`src/rtl/dual_issue_ctrl_pkg.sv`:
```
// Shared constants and decode payload for the dual-issue decode/issue stage.
package dual_issue_ctrl_pkg;

    localparam int unsigned DEPTH_DEF = 4;
    localparam int unsigned IW_DEF    = 32;
    localparam int unsigned REG_W     = 5;
    localparam int unsigned NREG      = 2 ** REG_W;

    localparam logic [5:0] OP_RTYPE = 6'h00;
    localparam logic [5:0] OP_SW    = 6'h2B;
    localparam logic [5:0] OP_BEQ   = 6'h04;
    localparam logic [5:0] OP_BNE   = 6'h05;
    localparam logic [5:0] OP_J     = 6'h02;

    localparam int unsigned OP_MSB = 31;
    localparam int unsigned OP_LSB = 26;
    localparam int unsigned RS_MSB = 25;
    localparam int unsigned RS_LSB = 21;
    localparam int unsigned RT_MSB = 20;
    localparam int unsigned RT_LSB = 16;
    localparam int unsigned RD_MSB = 15;
    localparam int unsigned RD_LSB = 11;

    // Register usage of one instruction as seen by the hazard logic.
    typedef struct packed {
        logic [REG_W-1:0] dest;
        logic             has_dest;
        logic [REG_W-1:0] src_a;
        logic             src_a_vld;
        logic [REG_W-1:0] src_b;
        logic             src_b_vld;
        logic             is_ctrl;
    } dec_t;

endpackage

```
`src/rtl/dual_issue_ctrl_instr_field_decode.sv`:
```
// Combinational register-field decode of one MIPS instruction.
module instr_field_decode
    import dual_issue_ctrl_pkg::*;
#(
    parameter int unsigned IW = IW_DEF
) (
    input  logic [IW-1:0] instr,
    output dec_t          dec
);

    logic [5:0]       op;
    logic [REG_W-1:0] rs;
    logic [REG_W-1:0] rt;
    logic [REG_W-1:0] rd;

    assign op = instr[OP_MSB:OP_LSB];
    assign rs = instr[RS_MSB:RS_LSB];
    assign rt = instr[RT_MSB:RT_LSB];
    assign rd = instr[RD_MSB:RD_LSB];

    // Classify by opcode; writes to $0 are not tracked.
    always_comb begin
        dec = '0;
        case (op)
            OP_RTYPE: begin
                dec.dest      = rd;
                dec.has_dest  = 1'b1;
                dec.src_a     = rs;
                dec.src_a_vld = 1'b1;
                dec.src_b     = rt;
                dec.src_b_vld = 1'b1;
            end
            OP_SW, OP_BEQ, OP_BNE: begin
                dec.src_a     = rs;
                dec.src_a_vld = 1'b1;
                dec.src_b     = rt;
                dec.src_b_vld = 1'b1;
                dec.is_ctrl   = (op != OP_SW);
            end
            OP_J: begin
                dec.is_ctrl = 1'b1;
            end
            default: begin
                dec.dest      = rt;
                dec.has_dest  = 1'b1;
                dec.src_a     = rs;
                dec.src_a_vld = 1'b1;
            end
        endcase
        if (dec.dest == '0) begin
            dec.has_dest = 1'b0;
        end
    end

endmodule

```
`src/rtl/dual_issue_ctrl.sv`:
```
// Dual-issue decode/issue stage: in-order queue, scoreboard, pair-issue check.
module dual_issue_ctrl
    import dual_issue_ctrl_pkg::*;
#(
    parameter int unsigned DEPTH = DEPTH_DEF,
    parameter int unsigned IW    = IW_DEF,
    parameter int unsigned RW    = REG_W
) (
    input  logic          i_clk,
    input  logic          i_rst,
    input  logic [1:0]    i_fs_ce,
    input  logic [IW-1:0] i_fs_instr0,
    input  logic [IW-1:0] i_fs_instr1,
    output logic          o_fs_ready,
    input  logic          i_es_stall,
    input  logic          i_flush,
    input  logic          i_cd1_we,
    input  logic [RW-1:0] i_cd1_rd,
    input  logic          i_cd2_we,
    input  logic [RW-1:0] i_cd2_rd,
    output logic          ds1_es1_o_ce,
    output logic          ds2_es2_o_ce,
    output logic [IW-1:0] o_es1_instr,
    output logic [IW-1:0] o_es2_instr
);

    localparam int unsigned PW = (DEPTH > 1) ? $clog2(DEPTH) : 1;
    localparam int unsigned CW = PW + 1;

    logic [IW-1:0]   mem [DEPTH];
    logic [PW-1:0]   rd_ptr;
    logic [PW-1:0]   wr_ptr;
    logic [CW-1:0]   count;
    logic [NREG-1:0] sb;
    logic [NREG-1:0] sb_next;

    logic [IW-1:0]   head_instr;
    logic [IW-1:0]   next_instr;
    dec_t            dec_a;
    dec_t            dec_b;

    logic            push_ok;
    logic [CW-1:0]   n_push;
    logic [CW-1:0]   n_pop;
    logic            issue_a;
    logic            issue_b;
    logic            blk_a;
    logic            blk_b;
    logic            raw_b;
    logic            waw_b;

    assign o_fs_ready = (count <= CW'(DEPTH - 2));
    assign head_instr = mem[rd_ptr];
    assign next_instr = mem[rd_ptr + PW'(1)];

    instr_field_decode #(.IW(IW)) u_dec_a (.instr(head_instr), .dec(dec_a));
    instr_field_decode #(.IW(IW)) u_dec_b (.instr(next_instr), .dec(dec_b));

    // Issue decision for the head pair against the scoreboard and each other.
    always_comb begin
        blk_a   = 1'b0;
        blk_b   = 1'b0;
        raw_b   = 1'b0;
        waw_b   = 1'b0;
        issue_a = 1'b0;
        issue_b = 1'b0;
        blk_a   = (dec_a.src_a_vld && sb[dec_a.src_a]) ||
                  (dec_a.src_b_vld && sb[dec_a.src_b]);
        blk_b   = (dec_b.src_a_vld && sb[dec_b.src_a]) ||
                  (dec_b.src_b_vld && sb[dec_b.src_b]);
        raw_b   = dec_a.has_dest &&
                  ((dec_b.src_a_vld && (dec_b.src_a == dec_a.dest)) ||
                   (dec_b.src_b_vld && (dec_b.src_b == dec_a.dest)));
        waw_b   = dec_a.has_dest && dec_b.has_dest && (dec_b.dest == dec_a.dest);
        issue_a = (count >= CW'(1)) && !i_es_stall && !i_flush && !blk_a;
        issue_b = issue_a && (count >= CW'(2)) && !dec_a.is_ctrl &&
                  !raw_b && !waw_b && !blk_b;
    end

    // Push/pop amounts and scoreboard update; a same-cycle set beats a clear.
    always_comb begin
        push_ok = o_fs_ready && !i_flush;
        n_push  = '0;
        n_pop   = CW'(issue_a) + CW'(issue_b);
        sb_next = sb;
        if (push_ok) begin
            n_push = CW'(i_fs_ce[0]) + CW'(i_fs_ce[1]);
        end
        if (i_cd1_we && (i_cd1_rd != '0)) begin
            sb_next[i_cd1_rd] = 1'b0;
        end
        if (i_cd2_we && (i_cd2_rd != '0)) begin
            sb_next[i_cd2_rd] = 1'b0;
        end
        if (issue_a && dec_a.has_dest) begin
            sb_next[dec_a.dest] = 1'b1;
        end
        if (issue_b && dec_b.has_dest) begin
            sb_next[dec_b.dest] = 1'b1;
        end
    end

    // Queue storage writes, older slot first.
    always_ff @(posedge i_clk) begin
        if (push_ok) begin
            case (i_fs_ce)
                2'b01: mem[wr_ptr] <= i_fs_instr0;
                2'b10: mem[wr_ptr] <= i_fs_instr1;
                2'b11: begin
                    mem[wr_ptr]          <= i_fs_instr0;
                    mem[wr_ptr + PW'(1)] <= i_fs_instr1;
                end
                default: ;
            endcase
        end
    end

    // Pointers, occupancy, scoreboard and registered issue outputs.
    always_ff @(posedge i_clk) begin
        if (!i_rst) begin
            rd_ptr       <= '0;
            wr_ptr       <= '0;
            count        <= '0;
            sb           <= '0;
            ds1_es1_o_ce <= 1'b0;
            ds2_es2_o_ce <= 1'b0;
            o_es1_instr  <= '0;
            o_es2_instr  <= '0;
        end else begin
            if (i_flush) begin
                rd_ptr <= '0;
                wr_ptr <= '0;
                count  <= '0;
            end else begin
                rd_ptr <= rd_ptr + PW'(n_pop);
                wr_ptr <= wr_ptr + PW'(n_push);
                count  <= count + n_push - n_pop;
            end
            sb           <= sb_next;
            ds1_es1_o_ce <= issue_a;
            ds2_es2_o_ce <= issue_b;
            o_es1_instr  <= issue_a ? head_instr : '0;
            o_es2_instr  <= issue_b ? next_instr : '0;
        end
    end

endmodule

```
`config.mk`:
```
export PLATFORM = sky130hd
export DESIGN_NAME = dual_issue_ctrl
export DESIGN_NICKNAME = d
export VERILOG_FILES = /design/src/rtl/dual_issue_ctrl_pkg.sv /design/src/rtl/dual_issue_ctrl_instr_field_decode.sv /design/src/rtl/dual_issue_ctrl.sv
export SDC_FILE = /design/constraint.sdc
export NUM_CORES = 1
export LEC_CHECK = 0
export CAP_MARGIN = 5
export CORE_UTILIZATION = 40
export CTS_CLUSTER_DIAMETER = 100
export DETAILED_ROUTE_END_ITERATION = 12
export DONT_BUFFER_PORTS = 1
export PLACE_DENSITY = 0.62
export SKIP_LAST_GASP = 1
export SLEW_MARGIN = 20
export SYNTH_ARGS = -nofsm -noshare
export SYNTH_HDL_FRONTEND = slang
export SYNTH_SLANG_ARGS = --single-unit
```
`constraint.sdc`:
```
create_clock -name i_clk -period 5.7 [get_ports i_clk]
set_input_delay 0.57 -clock i_clk [delete_from_list [all_inputs] [get_ports i_clk]]
set_output_delay 0.57 -clock i_clk [all_outputs]
set_load 0.05 [all_outputs]
```
Yosys cells after proc, flatten, opt, wreduce, memory -nomap -nowiden --
Memories as Yosys holds them, arrays and structs flattened. A register that Yosys moved wholly into a read port is not among the register bits. Index checks and enable logic that the tools add are counted.
Operators by class: $add $sub $neg 8, magnitude comparators 15, eq/ne operators 15, muxes and demuxes 42, bitwise operators 9, reductions and logical operators 50
Operator list (number):
- two-way mux 32 bit | 6
- bitwise AND 32 bit | 2
- NOT 32 bit | 2
- OR 32 bit | 2
- less-than comparator 5 x 6 -> 1 bit (second input constant) | 8
- logical AND 1 bit | 26
- equality test 6 x 3 -> 1 bit (second input constant) | 4
- two-way mux 6 bit | 4
- case mux 6 bit (2 select lines) | 2
- binary-select mux 1 bit (select 5 bit) | 4
- demux 1 bit (select 5 bit) | 4
- greater-or-equal comparator 5 x 1 -> 1 bit (second input constant) | 4
- two-way mux 1 bit | 19
- OR reduction 4 bit | 4
- equality test 5 bit | 3
- equality test 6 x 2 -> 1 bit (second input constant) | 2
- equality test 6 bit (second input constant) | 2
- zero test 6 bit | 2
- zero test 5 bit | 2
- nonzero test 5 bit | 2
- zero test 1 bit | 7
- != test 6 bit (second input constant) | 1
- adder 1 x 1 -> 2 bit | 2
- adder 2 x 1 -> 2 bit (second input constant) | 2
- 16 further kinds | 23
Storage, ports and cells: register bits 105, memory bits (writable) 128, bits of input ports 82, output and inout port bits 67, word-level logic and storage cells 148, memories kept 1
Memory list:
- mem | depth 4, bits a word 32, read ports 2, clocked after memory_dff 1, write ports 2, line dual_issue_ctrl.sv:30 | logic [IW-1:0] mem [DEPTH];

Longest topological paths before layout --
depth after elaboration 17, mapped depth 23, depth with buffers taken out 16

Hierarchy --
Synthesis repeated with hierarchy kept, for this count alone.
Unflattened totals: cells, all modules 1195, area total of the unflattened synthesis 13440.4 um2
By module, submodules not included:
- dual_issue_ctrl | instances 1, cells an instance 1119, area an instance 12882.4 um2, seq. area each 5945.7 um2
- instr_field_decode | instances 2, cells an instance 38, area an instance 279.0 um2, seq. area each 0.0 um2

Least setup slack after synthesis --
No wires, ideal clock.
path type register to register, start register rd_ptr[0], end register count[2], setup time 0.115 ns, data arrival time 4.465 ns, required time 5.585 ns, slack 1.120 ns, stages on the path, launching flop included 21, path buffers 4, clock period less this slack 4.580 ns, path through dfxtp_1 -> buf_6 -> buf_6 -> mux4_2 -> or3_4 -> or2_0 -> buf_4 -> o22ai_4 -> nand4_1 -> a31o_2 -> a2111oi_2 -> nor3b_2 -> clkbuf_1 -> nor2_1 -> ha_1 -> inv_1 -> ha_1 -> fa_1 -> xor2_1 -> xnor2_1 -> nor2_1
Between the ends: cells in the longest elaborated chain, start to end 15, elaborated cells between the ends (all ways) 38, those cells by class add/sub: 3; eq/ne: 7; mux: 8; reduce/logical: 19; memory: 1
Ends and longest elaborated chain:
- from (decl) | line dual_issue_ctrl.sv:31 | logic [PW-1:0] rd_ptr;
- from (signal assigned) | line dual_issue_ctrl.sv:135 | rd_ptr <= rd_ptr + PW'(n_pop);
- adder 2 x 1 -> 2 bit * | line dual_issue_ctrl.sv:54 | assign next_instr = mem[rd_ptr + PW'(1)];
- memory read (4 x 32 bit) *
- branches (longest 10 deep; another with equality test 6 bit)
- logical AND 1 bit * | line dual_issue_ctrl.sv:77 | !raw_b && !waw_b && !blk_b;
- adder 1 x 1 -> 2 bit * | line dual_issue_ctrl.sv:84 | n_pop = CW'(issue_a) + CW'(issue_b);
- subtractor 3 x 2 -> 3 bit * | line dual_issue_ctrl.sv:137 | count <= count + n_push - n_pop;
- to (signal assigned) | line dual_issue_ctrl.sv:137
- to (decl) | line dual_issue_ctrl.sv:33 | logic [CW-1:0] count;
Mark *: on every way between the ends. The select of a mux whose other input is x is not followed. A chain may end at the register's enable or synchronous reset.

Final worst setup path --
start register rd_ptr[1], end register count[2]
The elaborated chain is that of the path after synthesis.

==> flow_summary.yaml <==
synthesis:
  synthArstFlopShare_pct: 0
  synth_cells: 1123
  ys_types: 84
  ys_seq_area_share_pct: 44.5
  synth_edf_count: 128
  avgSynthCellArea_um2: 11.9
  ys.flop_type: "edfxtp_1"
  synth.cell_area_um2: 13400
  synth_seq_cells: 233
  syn_nets: 1214
  yosys_warnings: 0
drt:
  wl_mm: 41.1
  vias: 10000
  drc: 0
  drtAntennaViolNets: 0
  routedWlPerCell_um: 26.0
  dr.pass1.iters: 6
  drt-initial-drc-count: 1054
  avgViaCountPerCell: 6.35
global_route:
  grt_max_degree: 60
  grt_pass1_vias: 9714
  grtUsageTotal_pct: 24.0
  grt_overflow: 0
  grt_pass1_wl_mm: 61.5
  antenna_found_initial: 0
power:
  p_leak_nw: 4.97
  combPwrFrac_pct: 11.7
  p_seq_share_pct: 46.4
  power_density_nw_per_um2: 272
  internal_power_mw: 3.00
  pwr-share-clk_pct: 41.9
  total_power_mw: 4.02
  ir_worst_vdd_mv: 0.205
  p_switching_mw: 1.03
  switching_share_pct: 25.5
floorplan:
  dieArea_um2: 34200
  initial_core_util_pct: 40.9
  die_height_um: 185
  io_pins: 149
  rows: 66
  core_um2: 32700
  die_x_um: 185
worst_setup_path:
  cpMaxStageDelayCell: "o2bb2ai_1"
  reg2reg_depth: 13
  path_max_fanout: 41
  start_kind: "register"
  crit_top_cell: "fa_1"
  endpoint_kind: "register"
  cp.arrival_ns: 5.75
  required_ns: 6.15
  critPathKind: "reg2reg"
  slowest_delay_ns: 0.83
  worstPathCellList: "mux4_2 > nand3b_1 > o2bb2ai_1 > o21ai_1 > a31o_2 > a2111oi_2 > nor4b_4 > fa_1 > inv_1 > fa_1 > xor2_1 > xnor2_1 > nor2_1"
cells_and_area:
  syn_to_final_growth_pct: 10.6
  nNetsFinal: 1206
  fin_area_um2: 14800
  multiInputGateArea_um2: 7070
  drive_gt1_share_pct: 28.2
  seq_area_um2: 5950
  diodes: 0
  fillers: 3047
  stdcell_count: 1577
clock_network:
  postCtsSetupBuffers: 0
  cts_tree: "built"
  holdBufCountCts: 0
  cts.sinks: 233
  insertion_delay_ns: 0.56
  cts_repair_resize_count: 0
  cts-htree-levels: 1
  cts.path.max_buffers: 3
  cts_root_buf: "clkbuf_16"
  cts_buffers: 26
  clkSlewWorstSetupHoldPaths_ns: 0.06
hold_path:
  hold_path.class: "in2reg"
  hold_path_depth: 1
sta:
  fin_skew_ns: 0.0267
  relSlewSlack_pct: 31.3
  maxSlewViolCount: 0
  tightest_slew_ns: 1.03
  hold_violations: 0
  period_minus_slack_ns: 5.30
  rsz0062_at_grt: "false"
  period_share_pct: 93.0
  clock.fmax_mhz: 189
  setup_viol: 0
  fin_tns_setup_ns: 0
place:
  finalWeightedCongestion: 0.959
  post-place-cells: 1529
  port_buffers: 0
  dp_hpwl_mm: 29.1
  placed_cell_area_um2: 13900
outcome:
  status: "finished clean"
flow_run:
  drv_cap: 0
## synthesized netlist by cell type, types with 11 or more instances
| master | number | share of area, % |
|---|---|---|
| nor3_1 | 15 | 0.56 |
| mux2i_1 | 52 | 3.9 |
| mux4_2 | 63 | 11 |
| edfxtp_1 | 128 | 29 |
| inv_1 | 29 | 0.81 |
| dfxtp_1 | 105 | 16 |
| nor2_1 | 68 | 1.9 |
| and3_1 | 44 | 2.1 |
| mux2_2 | 152 | 13 |
| and2_1 | 11 | 0.51 |
| o21ai_0 | 36 | 1.3 |
| o211ai_1 | 13 | 0.73 |
| nand2_1 | 63 | 1.8 |
| nand2b_1 | 14 | 0.66 |
| clkbuf_1 | 41 | 1.2 |
| nand3_1 | 19 | 0.71 |
| a31oi_1 | 14 | 0.66 |
| a21oi_1 | 33 | 1.2 |
| a32oi_1 | 13 | 0.85 |
## flip-flops by register name, summed over array words and instances, names as in the netlist, 2 cells and up
signal / cells
rd_ptr: 2
o_es1_instr: 32
mem: 128
sb: 32
count: 3
o_es2_instr: 32
wr_ptr: 2
## stage by stage
step	hold slack, ns	setup slack [ns]	util [%]
after floorplan	0.489	1.12	-
after global placement	0.552	0.574	42.5
after detailed placement	0.562	0.484	42.5
after CTS	0.151	0.472	45.2
after global routing	0.152	0.209	45.2
final	0.170	0.396	45.2
## worst paths after layout
path / to / slack [ns] / start
min: sb[0] / 0.17 / i_rst
max: count[2] / 0.40 / rd_ptr[1]
min reg2reg: sb[0] / 0.56 / sb[0]
max reg2reg: count[2] / 0.40 / rd_ptr[1]
## cells in the final DEF (no fill, tap or decap), types with 6 or more instances in the layout
cell type,n
o2111ai_1,8
a22oi_1,10
nand3b_1,10
xnor2_1,9
nor2_1,68
o21ai_0,36
mux2i_1,52
nand2b_1,14
o21ai_1,8
a21oi_1,28
a21oi_4,6
nand2_1,63
and2_1,11
o22ai_1,10
mux4_2,63
dfxtp_1,103
o221ai_1,8
nand3_1,19
a32oi_1,13
ha_1,7
nor3b_1,6
o211ai_1,13
nor3_1,15
inv_1,29
buf_4,30
mux2_2,152
clkbuf_16,28
edfxtp_1,128
a31oi_1,14
nor2b_1,6
and3_1,43
## power by group through the flow
| stage | Sequential, mW | Clock, mW | Combinational (mW) |
|---|---|---|---|
| finish | 1.86 | 1.69 | 0.471 |
| global route | 1.87 | 1.79 | 0.503 |
| CTS | 1.86 | 1.71 | 0.465 |
| detailed placement | 1.90 | 0 | 0.461 |
| global placement | 1.90 | 0 | 0.463 |
| floorplan | 1.89 | 0 | 0.343 |
## cell families after synthesis
kind of cell	share of synthesized area, %
AO/OA/AOI/OAI	11.6
adder cells (fa/ha/maj)	0.955
AND/OR/NAND/NOR	11.6
buffers and inverters	3.10
flip-flops	44.5
multiplexers	27.5
XOR/XNOR	0.852
## routing by layer
layer / global-route usage (%) / vias up / share of wire, %
li1: - / 4392 / -
met1: 31.5 / 5049 / 41
met2: 38.6 / 485 / 46
met3: 6.41 / 87 / 9.9
met4: 6.84 / 0 / 2.8
met5: 0 / - / 0
## area by class of cell
| type | count | area share (%) |
|---|---|---|
| inverters | 29 | 0.736 |
| multi-input cells | 795 | 47.8 |
| well taps | 442 | 3.74 |
| clock inverters | 14 | 0.947 |
| clock buffers | 34 | 5.00 |
| flip-flops and latches | 233 | 40.2 |
| repair buffers | 30 | 1.52 |
## worst max-delay path, delay by kind of cell (launching register included)
kind,cells,cell delay [ns]
multiplexers,1,0.53
flip-flops,1,0.75
AND/OR/NAND/NOR,3,0.45
adder cells (fa/ha/maj),2,0.94
XOR/XNOR,2,0.33
AO/OA/AOI/OAI,4,2.13
buffers and inverters,1,0.06
(Power assumes the default switching activity.)
